### config.mk
export PLATFORM = sky130hd
export DESIGN_NAME = sdram_wr_burst_ctrl_flat
export DESIGN_NICKNAME = d
export VERILOG_FILES = /design/src/rtl/sdram_wr_burst_ctrl_if.sv /design/src/rtl/sdram_wr_burst_ctrl.sv /design/src/flat_wrapper.sv
export SDC_FILE = /design/constraint.sdc
export NUM_CORES = 1
export LEC_CHECK = 0
export ABC_AREA = 1
export BUFFER_PORTS_ARGS = -buffer_cell sky130_fd_sc_hd__buf_2
export CORE_MARGIN = 1
export CORE_UTILIZATION = 59
export DETAILED_ROUTE_END_ITERATION = 10
export GPL_TIMING_DRIVEN = 0
export PLACE_DENSITY = 0.87
export SYNTH_ARGS = -nofsm -noshare
export SYNTH_HDL_FRONTEND = slang
export SYNTH_SLANG_ARGS = --single-unit
### constraint.sdc
create_clock -name clk -period 6.2 [get_ports clk]
set_clock_uncertainty 0.05 [all_clocks]
set_input_delay 0.62 -clock clk [delete_from_list [all_inputs] [get_ports clk]]
set_output_delay 0.62 -clock clk [all_outputs]
set_load 0.03 [all_outputs]
### src/rtl/sdram_wr_burst_ctrl_if.sv
// Bundle of FIFO read-port and SDRAM write-controller signals for sdram_wr_burst_ctrl.
// master: the burst controller; slave: the FIFO/controller environment.
interface sdram_wr_burst_ctrl_if #(
    parameter int unsigned ADDR_W = 24,
    parameter int unsigned LEN_W  = 10
);
    logic              flush;
    logic [15:0]       fifo_dout;
    logic              fifo_empty;
    logic [LEN_W-1:0]  fifo_rdusedw;
    logic              fifo_re;
    logic              sdram_wr_req;
    logic [ADDR_W-1:0] sdram_wr_addr;
    logic [LEN_W-1:0]  sdram_wr_len;
    logic              sdram_wr_ack;
    logic              sdram_wr_data_req;
    logic [15:0]       sdram_wr_data;
    logic              burst_done;
    logic              busy;
    logic              underrun;

    modport master (
        input  flush, fifo_dout, fifo_empty, fifo_rdusedw, sdram_wr_ack, sdram_wr_data_req,
        output fifo_re, sdram_wr_req, sdram_wr_addr, sdram_wr_len, sdram_wr_data,
               burst_done, busy, underrun
    );

    modport slave (
        output flush, fifo_dout, fifo_empty, fifo_rdusedw, sdram_wr_ack, sdram_wr_data_req,
        input  fifo_re, sdram_wr_req, sdram_wr_addr, sdram_wr_len, sdram_wr_data,
               burst_done, busy, underrun
    );
endinterface

### src/rtl/sdram_wr_burst_ctrl.sv
// Drains a show-ahead write FIFO into fixed-length SDRAM write bursts at a wrapping
// linear address; partial bursts are issued only while flush is held.
module sdram_wr_burst_ctrl #(
    parameter int unsigned ADDR_W    = 24,
    parameter int unsigned BURST_LEN = 256,
    parameter int unsigned LEN_W     = 10,
    parameter int unsigned ADDR_MIN  = 0,
    parameter int unsigned ADDR_MAX  = 32'h000F_FFFF
) (
    input logic                   clk,
    input logic                   rst,
    sdram_wr_burst_ctrl_if.master bus
);

    localparam logic [LEN_W-1:0]  BurstLen  = LEN_W'(BURST_LEN);
    localparam logic [ADDR_W-1:0] AddrMin   = ADDR_W'(ADDR_MIN);
    // Highest start address that still leaves room for a full burst.
    localparam logic [ADDR_W:0]   AddrLimit = (ADDR_W + 1)'(ADDR_MAX - BURST_LEN + 1);

    typedef enum logic [1:0] {StIdle, StReq, StBurst, StDone} state_e;

    state_e            state_q, state_d;
    logic [ADDR_W-1:0] addr_q, addr_d;
    logic [LEN_W-1:0]  len_q, len_d;
    logic [LEN_W-1:0]  cnt_q, cnt_d;
    logic              underrun_q, underrun_d;
    logic [ADDR_W:0]   addr_sum;

    assign addr_sum = {1'b0, addr_q} + (ADDR_W + 1)'(len_q);

    always_ff @(posedge clk) begin
        if (rst) begin
            state_q    <= StIdle;
            addr_q     <= AddrMin;
            len_q      <= '0;
            cnt_q      <= '0;
            underrun_q <= 1'b0;
        end else begin
            state_q    <= state_d;
            addr_q     <= addr_d;
            len_q      <= len_d;
            cnt_q      <= cnt_d;
            underrun_q <= underrun_d;
        end
    end

    always_comb begin
        state_d    = state_q;
        addr_d     = addr_q;
        len_d      = len_q;
        cnt_d      = cnt_q;
        underrun_d = underrun_q;
        unique case (state_q)
            StIdle: begin
                if (bus.fifo_rdusedw >= BurstLen) begin
                    len_d   = BurstLen;
                    state_d = StReq;
                end else if (bus.flush && !bus.fifo_empty) begin
                    len_d   = (bus.fifo_rdusedw > BurstLen) ? BurstLen : bus.fifo_rdusedw;
                    state_d = StReq;
                end
            end
            StReq: begin
                if (bus.sdram_wr_ack) begin
                    cnt_d   = len_q;
                    state_d = StBurst;
                end
            end
            StBurst: begin
                // Strobes on an empty FIFO still count so the controller's burst completes.
                if (bus.sdram_wr_data_req) begin
                    cnt_d = cnt_q - 1'b1;
                    if (bus.fifo_empty) underrun_d = 1'b1;
                    if (cnt_q == LEN_W'(1)) state_d = StDone;
                end
            end
            StDone: begin
                addr_d  = (addr_sum > AddrLimit) ? AddrMin : addr_sum[ADDR_W-1:0];
                state_d = StIdle;
            end
            default: state_d = StIdle;
        endcase
    end

    assign bus.fifo_re       = (state_q == StBurst) && bus.sdram_wr_data_req && !bus.fifo_empty;
    assign bus.sdram_wr_data = ((state_q == StBurst) && !bus.fifo_empty) ? bus.fifo_dout : 16'h0;
    assign bus.sdram_wr_req  = (state_q == StReq);
    assign bus.sdram_wr_addr = addr_q;
    assign bus.sdram_wr_len  = len_q;
    assign bus.burst_done    = (state_q == StDone);
    assign bus.busy          = (state_q != StIdle);
    assign bus.underrun      = underrun_q;

endmodule

### src/flat_wrapper.sv
// flat-port wrapper written by rule: the top's interface ports become plain ports
module sdram_wr_burst_ctrl_flat 
#(
    parameter int unsigned ADDR_W    = 24,
    parameter int unsigned BURST_LEN = 256,
    parameter int unsigned LEN_W     = 10,
    parameter int unsigned ADDR_MIN  = 0,
    parameter int unsigned ADDR_MAX  = 32'h000F_FFFF
)
  (clk, rst, bus_flush, bus_fifo_dout, bus_fifo_empty, bus_fifo_rdusedw, bus_sdram_wr_ack, bus_sdram_wr_data_req, bus_fifo_re, bus_sdram_wr_req, bus_sdram_wr_addr, bus_sdram_wr_len, bus_sdram_wr_data, bus_burst_done, bus_busy, bus_underrun);
  sdram_wr_burst_ctrl_if #(.ADDR_W(ADDR_W), .LEN_W(LEN_W)) bus_i ();
  input logic clk;
  input logic rst;
  input wire logic [$bits(bus_i.flush)-1:0] bus_flush;
  input wire logic [$bits(bus_i.fifo_dout)-1:0] bus_fifo_dout;
  input wire logic [$bits(bus_i.fifo_empty)-1:0] bus_fifo_empty;
  input wire logic [$bits(bus_i.fifo_rdusedw)-1:0] bus_fifo_rdusedw;
  input wire logic [$bits(bus_i.sdram_wr_ack)-1:0] bus_sdram_wr_ack;
  input wire logic [$bits(bus_i.sdram_wr_data_req)-1:0] bus_sdram_wr_data_req;
  output wire logic [$bits(bus_i.fifo_re)-1:0] bus_fifo_re;
  output wire logic [$bits(bus_i.sdram_wr_req)-1:0] bus_sdram_wr_req;
  output wire logic [$bits(bus_i.sdram_wr_addr)-1:0] bus_sdram_wr_addr;
  output wire logic [$bits(bus_i.sdram_wr_len)-1:0] bus_sdram_wr_len;
  output wire logic [$bits(bus_i.sdram_wr_data)-1:0] bus_sdram_wr_data;
  output wire logic [$bits(bus_i.burst_done)-1:0] bus_burst_done;
  output wire logic [$bits(bus_i.busy)-1:0] bus_busy;
  output wire logic [$bits(bus_i.underrun)-1:0] bus_underrun;
  assign bus_i.flush = bus_flush;
  assign bus_i.fifo_dout = bus_fifo_dout;
  assign bus_i.fifo_empty = bus_fifo_empty;
  assign bus_i.fifo_rdusedw = bus_fifo_rdusedw;
  assign bus_i.sdram_wr_ack = bus_sdram_wr_ack;
  assign bus_i.sdram_wr_data_req = bus_sdram_wr_data_req;
  assign bus_fifo_re = bus_i.fifo_re;
  assign bus_sdram_wr_req = bus_i.sdram_wr_req;
  assign bus_sdram_wr_addr = bus_i.sdram_wr_addr;
  assign bus_sdram_wr_len = bus_i.sdram_wr_len;
  assign bus_sdram_wr_data = bus_i.sdram_wr_data;
  assign bus_burst_done = bus_i.burst_done;
  assign bus_busy = bus_i.busy;
  assign bus_underrun = bus_i.underrun;
  sdram_wr_burst_ctrl #(.ADDR_W(ADDR_W), .BURST_LEN(BURST_LEN), .LEN_W(LEN_W), .ADDR_MIN(ADDR_MIN), .ADDR_MAX(ADDR_MAX)) u_core (.clk(clk), .rst(rst), .bus(bus_i));
endmodule
==> After elaboration in Yosys (flattened, before gate mapping) <==
Cells that the tools add are included.
{ "classes": {"bitwise_logic": 0, "muxes": 14, "shift": 0, "reduce_logical": 13, "n_div": 0, "n_addsub": 2, "multipliers": 0, "n_lt_le_gt_ge": 3, "n_eq_ne": 8} }
{ "op_table": {"columns": ["operator", "n"], "rows": [
  ["10-bit 2-to-1 mux", 5],
  ["24-bit by 10-bit adder with 25-bit output", 1],
  ["25-bit by 20-bit greater-than comparator with 1-bit output, second input constant", 1],
  ["24-bit 2-to-1 mux", 1],
  ["10-bit one-hot mux with 2 select lines", 1],
  ["16-bit 2-to-1 mux", 1],
  ["10-bit by 1-bit equality test with 1-bit output, second input constant", 1],
  ["10-bit by 9-bit >= comparator with 1-bit output, second input constant", 1],
  ["10-bit by 9-bit greater-than comparator with 1-bit output, second input constant", 1],
  ["2-bit 2-to-1 mux", 5],
  ["10-bit by 1-bit subtractor with 10-bit output, second input constant", 1],
  ["2-bit one-hot mux with 4 select lines", 1],
  ["3-bit AND reduction", 2],
  ["2-bit nonzero test", 3],
  ["2-bit equality test, second input constant", 2],
  ["1-bit logical AND", 4],
  ["2-bit != test, second input constant", 2],
  ["4-bit AND reduction", 1],
  ["3-bit by 1-bit != test with 1-bit output, second input constant", 1],
  ["2-bit by 1-bit equality test with 1-bit output, second input constant", 1],
  ["2-bit zero test", 1],
  ["2-bit by 1-bit != test with 1-bit output, second input constant", 1],
  ["2-bit AND reduction", 1],
  ["1-bit zero test", 1]
]} }
{ "totals": {"n_memories": 0, "input_bits": 32, "out_inout_bits": 55, "latchBits": 0, "mem_bits_ro": 0, "reg_bits": 47, "wordCells": 45, "ramBits": 0} }

==> Longest topological paths before layout <==
Gate-level depths: netlist (run 1).
{ "depth": {"ltp_word": 5, "mapped_depth": 18, "mapped_depth_nobuf": 17} }

==> Worst setup path after synthesis (run 1) <==
No wires, ideal clock.
{ "synth_timing": {"kind": "reg2reg", "startpoint": "register u_core.len_q[0], in the netlist u_core.bus.sdram_wr_len[0]", "endpoint": "register u_core.addr_q[5], in the netlist u_core.bus.sdram_wr_addr[5]", "required_ps": 6037, "path_buffers": 1, "arrival_ps": 2315, "path_stages_with_launch": 16, "setup_slack_ps": 3722, "setup_ps": 113, "synth_period_minus_slack_ps": 2478, "cell_sequence": "dfxtp_1 -> ha_1 -> inv_1 -> fa_1 -> inv_1 -> nand3_1 -> nand2_1 -> nand3_1 -> nand3_2 -> nand2_1 -> xor2_1 -> nor2_2 -> nand3_2 -> buf_6 -> nand3_1 -> nand2_1"} }
{ "synth_between": {"elab_chain_cells": 3} }
{ "synth_lines": {"columns": ["element", "line", "text"], "rows": [
  ["start, declared", "sdram_wr_burst_ctrl.sv:24", "logic [LEN_W-1:0] len_q, len_d;"],
  ["start signal, assigned", "sdram_wr_burst_ctrl.sv:41", "len_q <= len_d;"],
  ["24-bit by 10-bit adder with 25-bit output *", "sdram_wr_burst_ctrl.sv:29", "assign addr_sum = {1'b0, addr_q} + (ADDR_W + 1)'(len_q);"],
  ["25-bit by 20-bit greater-than comparator with 1-bit output", "sdram_wr_burst_ctrl.sv:78", "addr_d = (addr_sum > AddrLimit) ? AddrMin : addr_sum[ADDR_W-1:0];"],
  ["24-bit 2-to-1 mux *", "sdram_wr_burst_ctrl.sv:78", null],
  ["end signal, assigned", "sdram_wr_burst_ctrl.sv:34", "addr_q <= AddrMin;"],
  ["end signal, assigned", "sdram_wr_burst_ctrl.sv:40", "addr_q <= addr_d;"],
  ["end, declared", "sdram_wr_burst_ctrl.sv:23", "logic [ADDR_W-1:0] addr_q, addr_d;"]
]} }
Every way passes the cells marked *; elsewhere a longest branch is shown, timed or not.
A chain may end at the register's enable or synchronous reset.

==> Worst setup path in the final report (run 1) <==
{ "layout_timing": {"startpoint": "register u_core.state_q[0]", "endpoint": "output bus_sdram_wr_data[5]"} }
{ "layout_between": {"elab_chain_cells": 3} }
{ "layout_lines": {"columns": ["element", "line", "text"], "rows": [
  ["start, declared", "sdram_wr_burst_ctrl.sv:22", "state_e state_q, state_d;"],
  ["start signal, assigned", "sdram_wr_burst_ctrl.sv:33", "state_q <= StIdle;"],
  ["start signal, assigned", "sdram_wr_burst_ctrl.sv:39", "state_q <= state_d;"],
  ["2-bit equality test", "sdram_wr_burst_ctrl.sv:86", "assign bus.sdram_wr_data = ((state_q == StBurst) && !bus.fifo_empty) ? bus.fifo_dout : 16'h0;"],
  ["1-bit logical AND", "sdram_wr_burst_ctrl.sv:86", null],
  ["16-bit 2-to-1 mux", "sdram_wr_burst_ctrl.sv:86", null],
  ["end, declared", "flat_wrapper.sv:24", "output wire logic [$bits(bus_i.sdram_wr_data)-1:0] bus_sdram_wr_data;"]
]} }
No other way between the ends.

==> run metrics, run 1 <==
Synth Cell Area 3540 um2; grt met1 use 0.393; vias in the first global route 3671; area growth from synthesis to layout 17.9%; clock tree buffer depth 2; relative slew slack 0.594; r2r setup slk 3510 ps; Post-Synth XOR/XNOR Area 0.0124; total track usage 0.318; Post-CTS Hold Buffers 0; post-CTS sizing 0; Finished Layout Cells 751; router iterations before antenna repair 5; CP startpoint u_core.state_q[0]$_SDFFE_PP0P_; Layout Nets between 700 and 800; PortBufs 86; largest family of logic cells by synthesized area simple AND/OR/NAND/NOR gates; fin util 0.740; die width around 79 um; DR vias/cell 5.35; Post CTS Setup Buffer Count 0; htree depth 2; via count between 4000 and 5000; wire per inst 12.9 um; Global Route met2 Usage 0.557; crit path time final 3020 ps; proportion of layout cells with a drive suffix above 1 0.186; Ant. Diodes 0; busiest grt layer met2; Seq cells post-synth 47; post-route ant nets 0; Core ar. 5640 um2; CTS sink cnt 47; Syn Nets 635; CTS tree done; R2R Path End u_core.bus.sdram_wr_addr[0]$_SDFFE_PP0P_; HP Class flip-flop to flip-flop; routability cong. about 0.90; crit path launch type flip-flop; Design Power between 1 and 1.5 mW; Worst Reg-to-Reg Cells 15; critical path arrival 2350 ps; Post-synth EDFFs 0; DRC violations left 0; maximum VDD drop 270 uV; critical path fanouts, max 10; Inserted Clock Buffers 5; drt total wl 9.67 mm; compound-gate portion of the synthesized area 0.107; Adder-Cell Fraction of Synth Area 0.0657; Min Hold Slack roughly 410 ps; Leak 2.27 nW; critical path capture point bus_sdram_wr_data[5]; outcome finished clean; post-DP HPWL 7.54 mm; FMAX 331 MHz; met3 Track Usage GR 0.0457; Main synth FF type dfxtp_1; final worst-path cycle share 0.488; setup violators final 0; hold path depth 2; Avg Inst Size Synth 6.05 um2; Reg clk slew, reported paths 90 ps; I/O pin count 87; FF-to-FF Start u_core.bus.sdram_wr_len[0]$_SDFFE_PP0P_; placed cell count 743; first-pass GRT wire length 15.9 mm; most common cell in the netlist nand2_1; CP Capture Type output pin; Clock Latency Late Sink 310 ps; GRT overflow 0; die area 6320 um2; Slew @ Worst Pin 607 ps; Final Hold Vio Count 0; RSZ-0062 raised after global routing no; Setup TNS Final 0 ps; cell count after synthesis between 500 and 600; register area share after synthesis 0.266; initial antenna violation count 0; Starting Density 0.628; Yosys cell types 30; Req. time, crit path 5530 ps; largest net degree at the start of global routing 16; post-synth top area share 0.266; initial DRC count 291; Yosys top cell by area dfxtp_1; CP Class flip-flop to output pin; top cells by count, synth 170 x nand2_1, 101 x inv_1, 69 x nor2_1, 48 x nand3_1, 47 x dfxtp_1; Max-Cap Viols 0; yosys warns 0; mux cell area share after synthesis 0; pwr/cell area a little under 300 nW/um2; Max Slew Vio Count 0; Simple-Gate Fraction of Synth Area 0.412; CTS root buffer clkbuf_8; DIE HEIGHT 79.5 um; # rows 27; Synth area leaders dfxtp_1 27%, nand2_1 18%, inv_1 11%; asr flop ratio synth 0
layout make-up:
type                       count  area [um2]
multi-input combinational    421        2110
fill                         480        1470
sequential                    47         941
timing repair buffer          86         430
inverter                     102         383
buffer                        15         105
tap                           72        90.1
clock buffer                   5        68.8
clock inverter                 3        43.8
placed cells by master, fill, tap and decap left out, drive strengths merged:
cell type / n
a211oi: 9
a21oi: 38
a31oi: 2
and2: 1
buf: 90
bufinv: 1
clkbuf: 13
clkinv: 3
dfxtp: 47
dlygate4sd3: 3
fa: 1
ha: 17
inv: 101
nand2: 180
nand3: 61
nand3b: 2
nand4: 8
nor2: 74
nor3: 4
o211ai: 2
o21ai: 13
o21bai: 1
o22ai: 1
o31ai: 2
xnor2: 3
xor2: 2
stage by stage:
stage / setup slack [ps] / instance area, um2
after floorplan: 3720 / 3540
after detailed placement: 3540 / 4060
after global routing: 2990 / 4180
after CTS: 3200 / 4180
final: 3180 / 4180
after global placement: 3660 / 4060
worst min-delay path by stage:
stage,startpoint,to
after global routing,u_core.bus.underrun$_SDFFE_PP0P_,u_core.bus.underrun$_SDFFE_PP0P_
after detailed placement,u_core.bus.underrun$_SDFFE_PP0P_,u_core.bus.underrun$_SDFFE_PP0P_
final,u_core.bus.underrun$_SDFFE_PP0P_,u_core.bus.underrun$_SDFFE_PP0P_
after global placement,u_core.bus.underrun$_SDFFE_PP0P_,u_core.bus.underrun$_SDFFE_PP0P_
after CTS,u_core.bus.underrun$_SDFFE_PP0P_,u_core.bus.underrun$_SDFFE_PP0P_
after floorplan,u_core.cnt_q[8]$_SDFFE_PP0P_,u_core.cnt_q[8]$_SDFFE_PP0P_
state kept, by name (all words and copies together) (netlist names):
name and flops:
u_core.cnt_q 10, u_core.bus.sdram_wr_addr 24, u_core.state_q 2, u_core.bus.sdram_wr_len 10, u_core.bus.underrun 1
cells by family after synthesis:
group / Yosys count
flops: 47
fa+ha+maj: 18
compound gates: 68
simple gates: 330
xor+xnor: 5
buf+inv: 117
worst max-delay path, cell delays in order, from the launching register on:
cell and delay [ps]:
dfxtp_1 340, inv_1 120, ha_1 220, clkbuf_1 390
nand2_1 290, clkbuf_1 290, nor2_1 170, buf_2 220
layer usage:
metal | vias to the layer above | part of all wire
met3 | 28 | 0.066
met1 | 1812 | 0.43
met5 | - | 0
met4 | 0 | 0.026
li1 | 2030 | -
met2 | 151 | 0.48
power breakdown:
part / internal [mW] / leakage [nW] / total, mW / switching [mW]
Sequential: 0.349 / 0.382 / 0.396 / 0.0468
Clock: 0.120 / 0.0581 / 0.232 / 0.112
Combinational: 0.192 / 1.83 / 0.601 / 0.408
(Power assumes the default switching activity.)
==> run 2: changes to the inputs <==
--- a/config.mk
+++ b/config.mk
@@ -8,10 +8,10 @@
 export ABC_AREA = 1
 export BUFFER_PORTS_ARGS = -buffer_cell sky130_fd_sc_hd__buf_2
 export CORE_MARGIN = 1
-export CORE_UTILIZATION = 59
+export CORE_UTILIZATION = 54
 export DETAILED_ROUTE_END_ITERATION = 10
 export GPL_TIMING_DRIVEN = 0
-export PLACE_DENSITY = 0.87
+export PLACE_DENSITY = 0.81
 export SYNTH_ARGS = -nofsm -noshare
 export SYNTH_HDL_FRONTEND = slang
 export SYNTH_SLANG_ARGS = --single-unit
==> constraint.sdc (replaced) <==
create_clock -name clk -period 2.9 [get_ports clk]
set_clock_uncertainty 0.05 [all_clocks]
set_input_delay 0.29 -clock clk [delete_from_list [all_inputs] [get_ports clk]]
set_output_delay 0.29 -clock clk [all_outputs]
set_load 0.03 [all_outputs]
==> run 2 against run 1 <==
Effect of this change:
- sequential power grew 110%
- worst hold slack lost 250 ps
- power grew 110%
- die area grew 9.0%
- count of clock-buffer cells in the layout grew 1
- sequential share of layout area is essentially flat
==> run metrics, run 2 (synthesis gave the netlist of run 1 again) <==
Worst Reg-to-Reg Cells 18; clock tree buffer depth 2; DR vias/cell ~5.2; sequential power share 0.329; fin util 0.656; r2r setup slk 270 ps; initial antenna violation count 0; hold path depth 2; NetSw 1.23 mW; CP Class flip-flop to output pin; Layout Nets 728; critical path arrival 2310 ps; I/O pin count 87; post-route ant nets 0; DRC violations left 0; crit path launch type flip-flop; commonest non-fill, non-tap cell in the layout nand2_1; critical path, cell by cell inv_1 -> ha_1 -> clkbuf_1 -> nand2_1 -> clkbuf_1 -> nor2_1 -> buf_2; RSZ-0062 raised after global routing no; Int Power around 1.4 mW; hold_sp rst; Final Hold Vio Count 0; CTS sink cnt 47; largest net degree at the start of global routing 16; final worst slack 253 ps; combinational cell fraction of total power 0.500; area growth from synthesis to layout 17.7%; die area 6890 um2; Starting Density 0.558; Finished Layout Cells 756; R2R Path End u_core.bus.sdram_wr_addr[5]$_SDFFE_PP0P_; htree depth 2; Max Slew Vio Count 0; proportion of layout cells with a drive suffix above 1 0.186; DIE HEIGHT about 83 um; drt total wl 9.55 mm; CTS root buffer clkbuf_8; Core ar. between 6000 and 7000 um2; post-CTS sizing 0; Clock Latency Late Sink 310 ps; GRT overflow 0; critical path fanouts, max 10; # rows 29; most frequent CP cell clkbuf_1; die width ~83 um; FMAX 378 MHz; FF-to-FF Start u_core.bus.sdram_wr_len[0]$_SDFFE_PP0P_; maximum VDD drop a little under 500 uV; routability cong. roughly 0.93; crit path time final 2650 ps; Post CTS Setup Buffer Count 0; Place WS 327 ps; relative slew slack 0.573; Leak 2.26 nW; Setup TNS Final 0 ps; pwr/cell area approximately 620 nW/um2; setup violators final 0; via count 3956; CTS tree done; router iterations before antenna repair 5; outcome finished clean; total track usage 0.287; CP Capture Type output pin; commonest cells after routing, fill and taps aside 170 x nand2_1, 101 x inv_1, 86 x buf_2, 69 x nor2_1, 48 x nand3_1; Reg clk slew, reported paths 90 ps; Req. time, crit path 2560 ps; Ant. Diodes 0; Hold EP u_core.cnt_q[1]$_SDFFE_PP0P_; HP Class input port to flip-flop; Slew @ Worst Pin 638 ps; wire per inst 12.6 um; post-DP HPWL 7.56 mm; max FFs per register 24; switching part of the total power 0.477; CP peak stage delay 370 ps; initial DRC count 206; Inserted Clock Buffers 5; placed cell count 748; vias in the first global route 3687; PortBufs 86; Crit-path slowest cell clkbuf_1; clock share of power 0.171; final worst-path cycle share 0.913; first-pass GRT wire length 16.2 mm; Post-CTS Hold Buffers 0; Max-Cap Viols 0
[run 2: changes by cell type in the layout (fill, tap and decap cells not counted), sizes merged]
| cell | before | now |
|---|---|---|
| clkbuf | 13 | 14 |
| clkinv | 3 | 2 |
| clkinvlp | 0 | 1 |
| bufinv | 1 | 0 |
[run 2: worst max-delay path by stage]
stage | end | startpoint
floorplan | u_core.bus.sdram_wr_addr[5]$_SDFFE_PP0P_ | u_core.bus.sdram_wr_len[0]$_SDFFE_PP0P_
global placement | u_core.bus.sdram_wr_addr[7]$_SDFFE_PP0P_ | u_core.bus.sdram_wr_len[0]$_SDFFE_PP0P_
detailed placement | u_core.bus.sdram_wr_addr[5]$_SDFFE_PP0P_ | u_core.bus.sdram_wr_len[0]$_SDFFE_PP0P_
CTS | bus_sdram_wr_data[6] | u_core.state_q[0]$_SDFFE_PP0P_
global route | bus_sdram_wr_data[6] | u_core.state_q[0]$_SDFFE_PP0P_
finish | bus_sdram_wr_data[6] | u_core.state_q[0]$_SDFFE_PP0P_
[run 2: metrics by stage]
step	hold WS [ps]	power, mW	instance area (um2)
after floorplan	318	1.80	3540
after global placement	390	2.10	4070
after detailed placement	399	2.14	4070
after CTS	173	2.57	4170
after global routing	175	2.78	4170
final	167	2.58	4170
[run 2: power groups by stage]
stage / registers [mW] / logic (mW) / clock network, mW
after floorplan: 0.912 / 0.883 / 0
after global placement: 0.856 / 1.25 / 0
after detailed placement: 0.861 / 1.28 / 0
after CTS: 0.847 / 1.28 / 0.444
after global routing: 0.863 / 1.44 / 0.473
final: 0.850 / 1.29 / 0.441
[run 2: cell type report]
| class | count | area, um2 |
|---|---|---|
| multi-input combinational | 421 | 2110 |
| clock buffer | 6 | 82.6 |
| fill | 617 | 2180 |
| sequential | 47 | 941 |
| inverter | 102 | 383 |
| buffer | 15 | 105 |
| clock inverter | 2 | 16.3 |
| timing repair buffer | 86 | 430 |
| tap | 77 | 96.3 |
[run 2: routing by layer]
layer	track usage	part of all wire
met1	0.358	0.45
met2	0.500	0.48
met3	0.0477	0.056
met4	0.0972	0.016
met5	0	0
[run 2: worst max-delay path: cells and delay by family (launching register included)]
kind / cells / cell delay [ps]
buffers and inverters: 4 / 980
AND/OR/NAND/NOR: 2 / 440
flip-flops: 1 / 340
adder cells (fa/ha/maj): 1 / 230
